===== config.mk =====
export PLATFORM = sky130hd
export DESIGN_NAME = top
export DESIGN_NICKNAME = d
export VERILOG_FILES = /design/src/rtl/top_if.sv /design/src/rtl/top.sv
export SDC_FILE = /design/constraint.sdc
export NUM_CORES = 1
export LEC_CHECK = 0
export CORE_MARGIN = 2
export CORE_UTILIZATION = 45
export CTS_BUF_LIST = sky130_fd_sc_hd__clkbuf_4 sky130_fd_sc_hd__clkbuf_8
export CTS_CLUSTER_DIAMETER = 200
export DETAILED_ROUTE_END_ITERATION = 10
export HOLD_SLACK_MARGIN = 0.15
export PLACE_DENSITY = 0.72
export SLEW_MARGIN = 20
export SYNTH_ARGS = -nofsm -noshare
export SYNTH_HDL_FRONTEND = slang
export SYNTH_HIERARCHICAL = 1
export SYNTH_SLANG_ARGS = --single-unit

===== constraint.sdc =====
create_clock -name clk_in -period 15.7 [get_ports clk_in]
set_input_delay 4.71 -clock clk_in [delete_from_list [all_inputs] [get_ports clk_in]]
set_output_delay 4.71 -clock clk_in [all_outputs]
set_load 0.01 [all_outputs]

===== src/rtl/top_if.sv =====
// Configuration bus interface for the pad ALU block.
// The write side (master) drives an address and data word; address 0 means
// "no write this cycle". The register file (slave) samples both on clk_in.
interface top_cfg_if;
    logic [31:0] addr;
    logic [31:0] data;

    modport master (output addr, output data);
    modport slave  (input  addr, input  data);
endinterface


===== src/rtl/top.sv =====
// Pad ALU block: three 16-bit input pad words feed a small configurable ALU
// whose result drives one 16-bit output pad word.
// A 32-bit configuration bus selects operands, constant, opcode and enable.
// Optional macro TOP_OUTPUT_REG_EN inserts one output register (one-cycle
// latency); without it the output is purely combinational from the pads.
// JTAG pins are accepted but have no function; tdo is tied low.

module top_core (
    input  logic         clk_in,
    input  logic         reset_in,
    top_cfg_if.slave     cfg,
    input  logic [15:0]  s0_i,
    input  logic [15:0]  s1_i,
    input  logic [15:0]  s2_i,
    output logic [15:0]  word_o
);
    logic [1:0]  asel_q,   asel_d;
    logic [1:0]  bsel_q,   bsel_d;
    logic [15:0] const_q,  const_d;
    logic [3:0]  opcode_q, opcode_d;
    logic        outen_q,  outen_d;

    logic [15:0] opA;
    logic [15:0] opB;
    logic [15:0] result;
    logic [15:0] gated;

    // Only the low bits of each data word are meaningful to the registers.
    logic unused_cfgData;
    assign unused_cfgData = ^cfg.data[31:16];

    // Next-state for the register file: a nonzero address loads one register,
    // unknown addresses leave everything untouched.
    always_comb begin
        asel_d   = asel_q;
        bsel_d   = bsel_q;
        const_d  = const_q;
        opcode_d = opcode_q;
        outen_d  = outen_q;
        case (cfg.addr)
            32'h1:   asel_d   = cfg.data[1:0];
            32'h2:   bsel_d   = cfg.data[1:0];
            32'h3:   const_d  = cfg.data[15:0];
            32'h4:   opcode_d = cfg.data[3:0];
            32'h5:   outen_d  = cfg.data[0];
            default: ;
        endcase
    end

    // Register file; reset wins over any concurrent configuration write.
    always_ff @(posedge clk_in) begin
        if (reset_in) begin
            asel_q   <= 2'd0;
            bsel_q   <= 2'd0;
            const_q  <= 16'h0000;
            opcode_q <= 4'd0;
            outen_q  <= 1'b0;
        end else begin
            asel_q   <= asel_d;
            bsel_q   <= bsel_d;
            const_q  <= const_d;
            opcode_q <= opcode_d;
            outen_q  <= outen_d;
        end
    end

    // Operand selection: each operand picks one pad word or the constant.
    always_comb begin
        opA = 16'h0000;
        opB = 16'h0000;
        case (asel_q)
            2'd0:    opA = s0_i;
            2'd1:    opA = s1_i;
            2'd2:    opA = s2_i;
            default: opA = const_q;
        endcase
        case (bsel_q)
            2'd0:    opB = s0_i;
            2'd1:    opB = s1_i;
            2'd2:    opB = s2_i;
            default: opB = const_q;
        endcase
    end

    // ALU: all arithmetic wraps to 16 bits, shifts use only the low nibble of B.
    always_comb begin
        result = 16'h0000;
        case (opcode_q)
            4'd0:    result = opA;
            4'd1:    result = opA + opB;
            4'd2:    result = opA - opB;
            4'd3:    result = opA * opB;
            4'd4:    result = opA << opB[3:0];
            4'd5:    result = opA >> opB[3:0];
            4'd6:    result = opA & opB;
            4'd7:    result = opA | opB;
            4'd8:    result = opA ^ opB;
            default: result = 16'h0000;
        endcase
    end

    // Output enable gates the ALU result to zero when the block is disabled.
    always_comb begin
        gated = outen_q ? result : 16'h0000;
    end

`ifdef TOP_OUTPUT_REG_EN
    logic [15:0] word_q;

    // Optional output stage: one cycle of latency, cleared by reset.
    always_ff @(posedge clk_in) begin
        if (reset_in) begin
            word_q <= 16'h0000;
        end else begin
            word_q <= gated;
        end
    end

    assign word_o = word_q;
`else
    assign word_o = gated;
`endif
endmodule

module top (
    input  logic        clk_in,
    input  logic        reset_in,
    input  logic [31:0] config_addr_in,
    input  logic [31:0] config_data_in,
    input  logic pad_S0_T0_in,  input  logic pad_S0_T1_in,  input  logic pad_S0_T2_in,  input  logic pad_S0_T3_in,
    input  logic pad_S0_T4_in,  input  logic pad_S0_T5_in,  input  logic pad_S0_T6_in,  input  logic pad_S0_T7_in,
    input  logic pad_S0_T8_in,  input  logic pad_S0_T9_in,  input  logic pad_S0_T10_in, input  logic pad_S0_T11_in,
    input  logic pad_S0_T12_in, input  logic pad_S0_T13_in, input  logic pad_S0_T14_in, input  logic pad_S0_T15_in,
    input  logic pad_S1_T0_in,  input  logic pad_S1_T1_in,  input  logic pad_S1_T2_in,  input  logic pad_S1_T3_in,
    input  logic pad_S1_T4_in,  input  logic pad_S1_T5_in,  input  logic pad_S1_T6_in,  input  logic pad_S1_T7_in,
    input  logic pad_S1_T8_in,  input  logic pad_S1_T9_in,  input  logic pad_S1_T10_in, input  logic pad_S1_T11_in,
    input  logic pad_S1_T12_in, input  logic pad_S1_T13_in, input  logic pad_S1_T14_in, input  logic pad_S1_T15_in,
    input  logic pad_S2_T0_in,  input  logic pad_S2_T1_in,  input  logic pad_S2_T2_in,  input  logic pad_S2_T3_in,
    input  logic pad_S2_T4_in,  input  logic pad_S2_T5_in,  input  logic pad_S2_T6_in,  input  logic pad_S2_T7_in,
    input  logic pad_S2_T8_in,  input  logic pad_S2_T9_in,  input  logic pad_S2_T10_in, input  logic pad_S2_T11_in,
    input  logic pad_S2_T12_in, input  logic pad_S2_T13_in, input  logic pad_S2_T14_in, input  logic pad_S2_T15_in,
    output logic pad_S0_T0_out,  output logic pad_S0_T1_out,  output logic pad_S0_T2_out,  output logic pad_S0_T3_out,
    output logic pad_S0_T4_out,  output logic pad_S0_T5_out,  output logic pad_S0_T6_out,  output logic pad_S0_T7_out,
    output logic pad_S0_T8_out,  output logic pad_S0_T9_out,  output logic pad_S0_T10_out, output logic pad_S0_T11_out,
    output logic pad_S0_T12_out, output logic pad_S0_T13_out, output logic pad_S0_T14_out, output logic pad_S0_T15_out,
    input  logic tdi,
    input  logic tms,
    input  logic tck,
    input  logic trst_n,
    output logic tdo
);
    logic [15:0] s0Word;
    logic [15:0] s1Word;
    logic [15:0] s2Word;
    logic [15:0] outWord;

    top_cfg_if cfgBus ();

    // JTAG has no function in this block.
    logic unused_jtag;
    assign unused_jtag = ^{tdi, tms, tck, trst_n};
    assign tdo = 1'b0;

    assign cfgBus.addr = config_addr_in;
    assign cfgBus.data = config_data_in;

    // Pad T0 is the word MSB on every side.
    assign s0Word = {pad_S0_T0_in,  pad_S0_T1_in,  pad_S0_T2_in,  pad_S0_T3_in,
                     pad_S0_T4_in,  pad_S0_T5_in,  pad_S0_T6_in,  pad_S0_T7_in,
                     pad_S0_T8_in,  pad_S0_T9_in,  pad_S0_T10_in, pad_S0_T11_in,
                     pad_S0_T12_in, pad_S0_T13_in, pad_S0_T14_in, pad_S0_T15_in};
    assign s1Word = {pad_S1_T0_in,  pad_S1_T1_in,  pad_S1_T2_in,  pad_S1_T3_in,
                     pad_S1_T4_in,  pad_S1_T5_in,  pad_S1_T6_in,  pad_S1_T7_in,
                     pad_S1_T8_in,  pad_S1_T9_in,  pad_S1_T10_in, pad_S1_T11_in,
                     pad_S1_T12_in, pad_S1_T13_in, pad_S1_T14_in, pad_S1_T15_in};
    assign s2Word = {pad_S2_T0_in,  pad_S2_T1_in,  pad_S2_T2_in,  pad_S2_T3_in,
                     pad_S2_T4_in,  pad_S2_T5_in,  pad_S2_T6_in,  pad_S2_T7_in,
                     pad_S2_T8_in,  pad_S2_T9_in,  pad_S2_T10_in, pad_S2_T11_in,
                     pad_S2_T12_in, pad_S2_T13_in, pad_S2_T14_in, pad_S2_T15_in};

    assign {pad_S0_T0_out,  pad_S0_T1_out,  pad_S0_T2_out,  pad_S0_T3_out,
            pad_S0_T4_out,  pad_S0_T5_out,  pad_S0_T6_out,  pad_S0_T7_out,
            pad_S0_T8_out,  pad_S0_T9_out,  pad_S0_T10_out, pad_S0_T11_out,
            pad_S0_T12_out, pad_S0_T13_out, pad_S0_T14_out, pad_S0_T15_out} = outWord;

    top_core u_core (
        .clk_in   (clk_in),
        .reset_in (reset_in),
        .cfg      (cfgBus.slave),
        .s0_i     (s0Word),
        .s1_i     (s1Word),
        .s2_i     (s2Word),
        .word_o   (outWord)
    );
endmodule


==> flow_summary.ini, run 1 <==
[logic_synthesis]
ys_seq_elements = 25
synth_nets = 1422
synthCells = 1125
ys.flop_type = dfxtp_1
yosys_warnings = 6
synth.avg_cell_area_um2 = 7.94
ys_seq_area_share_pct = 5.60
synth_edf_count = 0
synth_cell_type_count = 67
syn-cell-area_mm2 = 0.00893
async_flop_share_pct = 0

[detailed_routing]
wirelength_um = 31700
vias_per_cell = 5.89
via_count = 9055
postRouteAntennaNets = 0
drt-initial-drc-count = 698
dr.pass1.iters = 8
route.detailed.drc = 0
wl_per_cell_um = 20.6

[final_layout]
utilization_pct = 56.4
multi_input_area_mm2 = 0.00760
area_growth_pct = 22.9
final_cell_mix = 141 x inv_1, 136 x nor2_1, 122 x nand2_1
ff_latch_area_um2 = 500
layout.nets = 1569
fillers = 1868
stdcell_count = 1537
stdcell_area_mm2 = 0.0110
drive_above_1_share_pct = 14.0
final_common_cell = inv_1

[worst_hold_path]
hp-start = u_core/const_q[15]
hp-class = reg -> reg

[place]
gp_congestion = 1.11
portBuffers = 113
placed_cell_area_mm2 = 0.0108
dpl.hpwl_um = 25900
placed_cells = 1528

[timing]
period_share_pct = 99.3
drv_slew = 0
whs_ns = 0.529
tightest_slew_ns = 1.11
rsz0062_at_grt = true
setup_viol = 0
fmax_mhz = 64.1
period_needed_ns = 15.59
clock_skew_ns = 0
hold_violations = 0
slew_headroom_pct = 25.3

[power_and_ir_drop]
powerDensity_mw_per_mm2 = 119
power_mw = 1.31
total_leakage_power_nw = 4.86
ir_drop_mv = 0.186

[cts]
hold_buffers = 0
clock-root-buffer = clkbuf_8
worstSkewPairLatency_ns = 0.26
cts_tree = yes
h-tree-depth = 1
clockBufferDepth = 2
cts.clk_slew.worst_paths_ns = 0.09
cts_sinks = 25
cts_made_buffers = 3

[grt]
antenna_found_initial = 0
use_met3_pct = 5.31
grt_pass1_vias = 9082
grt_overflow = 0
grt_pass1_wl_um = 49300
busiest_layer = met2
track_usage_pct = 29.7
grt_max_degree = 41
met1_usage_pct = 37.5
use_met2_pct = 49.8

[die]
io_pins = 135
start_util_pct = 45.9
die_area_mm2 = 0.0210
fp.dieH_um = 145
die_x_um = 145
rows = 51
coreArea_mm2 = 0.0195

[setup_path]
cp_data_arrival_time_ns = 10.88
cp_cell_sequence = clkdlybuf4s50_1 > mux4_2 > clkinvlp_4 > nor2_1 > fa_1 > inv_1 > fa_1 > inv_1 > fa_1 > fa_1 > fa_1 > inv_1 > fa_1 > inv_1 > ha_1 > or2_2 > o31ai_1 > a21oi_1 > xor2_1 > buf_4 > a221oi_2 > a31oi_1 > clkdlybuf4s15_1
crit_end = pad_S0_T1_out
worst_setup_path_end_kind = output pin
cpMostUsedCell = fa_1
rrSetupSlack_ns = 14.41
slowest_stage = mux4_2
crit_type = in -> out
crit_fanout = 5
r2r_start = u_core/bsel_q[1]
crit_required_ns = 10.99
worstRegToRegCells = 2
cp-start-kind = primary input
cp_slowest_stage_delay_ns = 0.57
critPathLaunch = pad_S0_T11_in
r2r-end = u_core/bsel_q[1]

[flow_run]
maxCapViolations = 0

[run_status]
status = complete, no violations
-- synthesized netlist by cell type (8+ instances only) --
cell | count | area (um2)
o21ai_0 | 32 | 160
a21o_1 | 9 | 67.6
inv_1 | 146 | 548
xnor2_1 | 53 | 464
buf_2 | 18 | 90.1
a211oi_1 | 9 | 67.6
nor2_1 | 136 | 510
nor3_1 | 19 | 95.1
nor4_1 | 8 | 50.1
o211ai_1 | 8 | 60.1
ha_1 | 98 | 1230
nand2b_1 | 9 | 56.3
o221ai_1 | 11 | 96.3
nand2_1 | 122 | 458
xor2_1 | 12 | 105
mux2i_1 | 48 | 480
a31oi_1 | 17 | 106
a21oi_1 | 63 | 315
mux4_2 | 29 | 653
clkbuf_1 | 34 | 128
dfxtp_1 | 25 | 500
fa_1 | 81 | 1620
-- layout make-up --
cell class | instances | share of cell area [%]
antenna | 1 | 0.0228
clock buffer | 4 | 0.445
inverter | 154 | 5.30
multi-input combinational | 874 | 69.3
sequential | 25 | 4.56
tap | 265 | 3.02
timing repair buffer | 214 | 17.4
-- power breakdown --
part	leakage [nW]	switching (mW)	total [mW]	internal, mW
combinational	4.63	0.643	1.20	0.561
sequential	0.201	0.0000000000339	0.0633	0.0633
clock	0.0262	0.0204	0.0403	0.0199
total	4.86	0.663	1.31	0.644
-- flip-flops by register name (all words and copies together) (netlist names) --
| register | cells |
|---|---|
| u_core/asel_q | 2 |
| u_core/const_q | 16 |
| u_core/outen_q | 1 |
| u_core/opcode_q | 4 |
| u_core/bsel_q | 2 |
-- timing repair --
action / CTS / global route
pin swaps: 0 / 19
cloned: 0 / 0
resized for setup: 7 / 37
buffers inserted: 0 / 4
endpoints found under the setup margin: 6 / 8
-- worst min-delay path by stage --
stage	end	cells past startpoint
global placement	u_core/const_q[9]	2
detailed placement	u_core/const_q[15]	2
global route	u_core/outen_q	2
finish	u_core/const_q[15]	2
floorplan	u_core/outen_q	2
CTS	u_core/const_q[15]	2
-- stage by stage --
stage	TNS [ns]	worst slack (ns)
floorplan	0	0.657
finish	0	0.108
global placement	-1.33	-0.331
global route	-0.119	-0.0785
CTS	-0.176	-0.101
detailed placement	-1.63	-0.372
-- logic make-up (layout without fill, tap and decap cells) --
| group | count (synthesis) | after routing | share of synthesized area, % |
|---|---|---|---|
| xor gates and xnor gates | 66 | 66 | 6.62 |
| buffers and inverters | 226 | 372 | 10.7 |
| AOI/OAI and AO/OA | 202 | 202 | 14.8 |
| DFF | 25 | 25 | 5.60 |
| muxes | 82 | 82 | 13.5 |
| other | 1 | 2 | 0.0420 |
| and+or+nand+nor | 344 | 344 | 16.9 |
| adders and majority gates | 179 | 179 | 31.9 |
-- critical path: cells and delay by family --
kind | cells | cell delay [ns]
AOI/OAI and AO/OA | 4 | 0.55
xor gates and xnor gates | 1 | 0.15
adders and majority gates | 7 | 3.26
buffers and inverters | 8 | 1.25
muxes | 1 | 0.57
and+or+nand+nor | 2 | 0.38
-- routing by layer --
metal	routed length [um]	vias to the layer above	share of wire, %
li1	-	4102	-
met2	14800	469	47
met3	2910	104	9.2
met1	12500	4380	39
met4	1520	0	4.8
met5	0	-	0
(Power assumes the default switching activity.)
==> run 2, diff against run 1 <==
HOLD_SLACK_MARGIN = 0.03   (was 0.15)
clock period = 16.6 ns   (was 15.7 ns; I/O delays follow)
==> run 2 against run 1 <==
Effect of this change:
- sequential cell count stayed put
- cell count is 0.91% lower
- utilization down 1.2 points
- total power is 13% lower
- setup slack improved by 0.011 ns
- hold slack worse by 0.0021 ns
- register-to-register slack improved by 0.89 ns
- clock power decreased by 5.5%
- non-clock buffer count down 13
- via count fell by 2.4%
- sequential share of layout area is 0.097 points higher
- die area unchanged
- highest routed layer unchanged
==> flow_summary.ini, run 2 (same netlist as run 1, synthesis figures left out) <==
[cts]
hold_buffers = 0
worstSkewPairLatency_ns = 0.27
clock-root-buffer = clkbuf_8
cts.clk_slew.worst_paths_ns = 0.09
cts_made_buffers = 3
cts_sinks = 25
clockBufferDepth = 2
postCtsSetupBuffers = 0
h-tree-depth = 1
cts_tree = yes

[timing]
rsz0062_at_grt = true
clock_skew_ns = 0
hold_violations = 0
period_share_pct = 99.3
whs_ns = 0.527
setup_tns_ns = 0
fin_ws_ns = 0.119
setup_viol = 0
fmax_mhz = 60.7
period_needed_ns = 16.48
drv_slew = 0
tightest_slew_ns = 1.04
slew_headroom_pct = 30.3

[setup_path]
crit_required_ns = 11.62
worst_setup_path_end_kind = output pin
crit_type = in -> out
cp-start-kind = primary input
cp_data_arrival_time_ns = 11.50
crit_fanout = 3

[grt]
grt_pass1_wl_um = 50100
track_usage_pct = 30.3
grt_pass1_vias = 8966
grt_max_degree = 40
grt_overflow = 0
antenna_found_initial = 0

[die]
coreArea_mm2 = 0.0195
rows = 51
io_pins = 135
start_util_pct = 45.9
fp.dieH_um = 145
die_area_mm2 = 0.0210
die_x_um = 145

[power_and_ir_drop]
ir_drop_mv = 0.187
powerDensity_mw_per_mm2 = 106
total_leakage_power_nw = 4.73

[final_layout]
ff_latch_area_um2 = 500
num_antenna_cells = 0
stdcell_area_mm2 = 0.0107
fillers = 1833
final_common_cell = inv_1
area_growth_pct = 20.3
final_cell_mix = 146 x inv_1, 136 x nor2_1, 122 x nand2_1
multi_input_area_mm2 = 0.00750
largest_register_ffs = 16
regMostFlops = u_core/const_q
layout.nets = 1556
drive_above_1_share_pct = 11.4
reg.largest.list = u_core/const_q (16), u_core/opcode_q (4)

[place]
placed_cell_area_mm2 = 0.0107
preCtsSetupSlack_ns = -0.184
gp_congestion = 0.974
dpl.hpwl_um = 26200
portBuffers = 113

[flow_run]
maxCapViolations = 0

[detailed_routing]
via_count = 8841
wirelength_um = 32100
postRouteAntennaNets = 0
dr.pass1.iters = 5
wl_per_cell_um = 21.1
drt-initial-drc-count = 901
vias_per_cell = 5.80
route.detailed.drc = 0

[run_status]
status = complete, no violations

[worst_hold_path]
hp-class = reg -> reg
[run 2: cell type report]
class	count	area share, %
flip-flops and latches	25	4.66
well taps	265	3.08
clock buffers	4	0.454
multi-input cells	874	69.8
repair buffers	201	16.6
inverters	154	5.38
[run 2: timing repair]
action                     CTS  global route
setup endpoints to repair    5             5
pin swaps                    0             1
resized for setup            4             7
[run 2: through the flow]
step                total power [mW]  utilization [%]  instances
global route                    1.25             55.2       1523
detailed placement              1.10             54.9       1519
CTS                             1.15             55.1       1523
floorplan                      0.663                -       1125
global placement                1.08             54.9       1519
finish                          1.14             55.2       1523
[run 2: critical path, cell delays in order]
cell	delay, ns
clkdlybuf4s50_1	0.46
mux4_2	0.56
buf_4	0.18
ha_1	0.22
fa_1	0.55
inv_1	0.06
fa_1	0.44
inv_1	0.07
ha_1	0.14
inv_1	0.06
fa_1	0.50
inv_1	0.05
fa_1	0.52
inv_1	0.05
fa_1	0.48
inv_1	0.04
ha_1	0.29
o21a_1	0.12
nor2_1	0.04
a21oi_1	0.18
buf_4	0.15
a21oi_1	0.07
xnor2_1	0.27
nand2_1	0.16
a31oi_1	0.26
clkdlybuf4s50_1	0.59
[run 2: routing by layer]
layer  vias up  track usage, %  share of wire, %
met3        94            3.52               7.5
met5         -               0                 0
met1      4209            39.1                41
li1       4080               -                 -
met4         0            12.7               4.3
met2       458            51.6                47
[run 2: worst paths after layout]
kind                                    startpoint            endpoint  slack, ns  depth (start not counted)
worst min-delay path            u_core/const_q[12]  u_core/const_q[12]       0.53                          2
worst min register to register  u_core/const_q[12]  u_core/const_q[12]       0.53                          2
worst max register to register    u_core/bsel_q[1]    u_core/bsel_q[1]      15.30                          2
worst max-delay path                 pad_S2_T11_in       pad_S0_T4_out       0.12                         26
[run 2: where the power goes]
group,switching [mW],internal [mW],total (mW),leakage (nW)
Sequential,0.0000000000320,0.0599,0.0599,0.201
Combinational,0.557,0.483,1.04,4.50
Clock,0.0193,0.0188,0.0381,0.0262
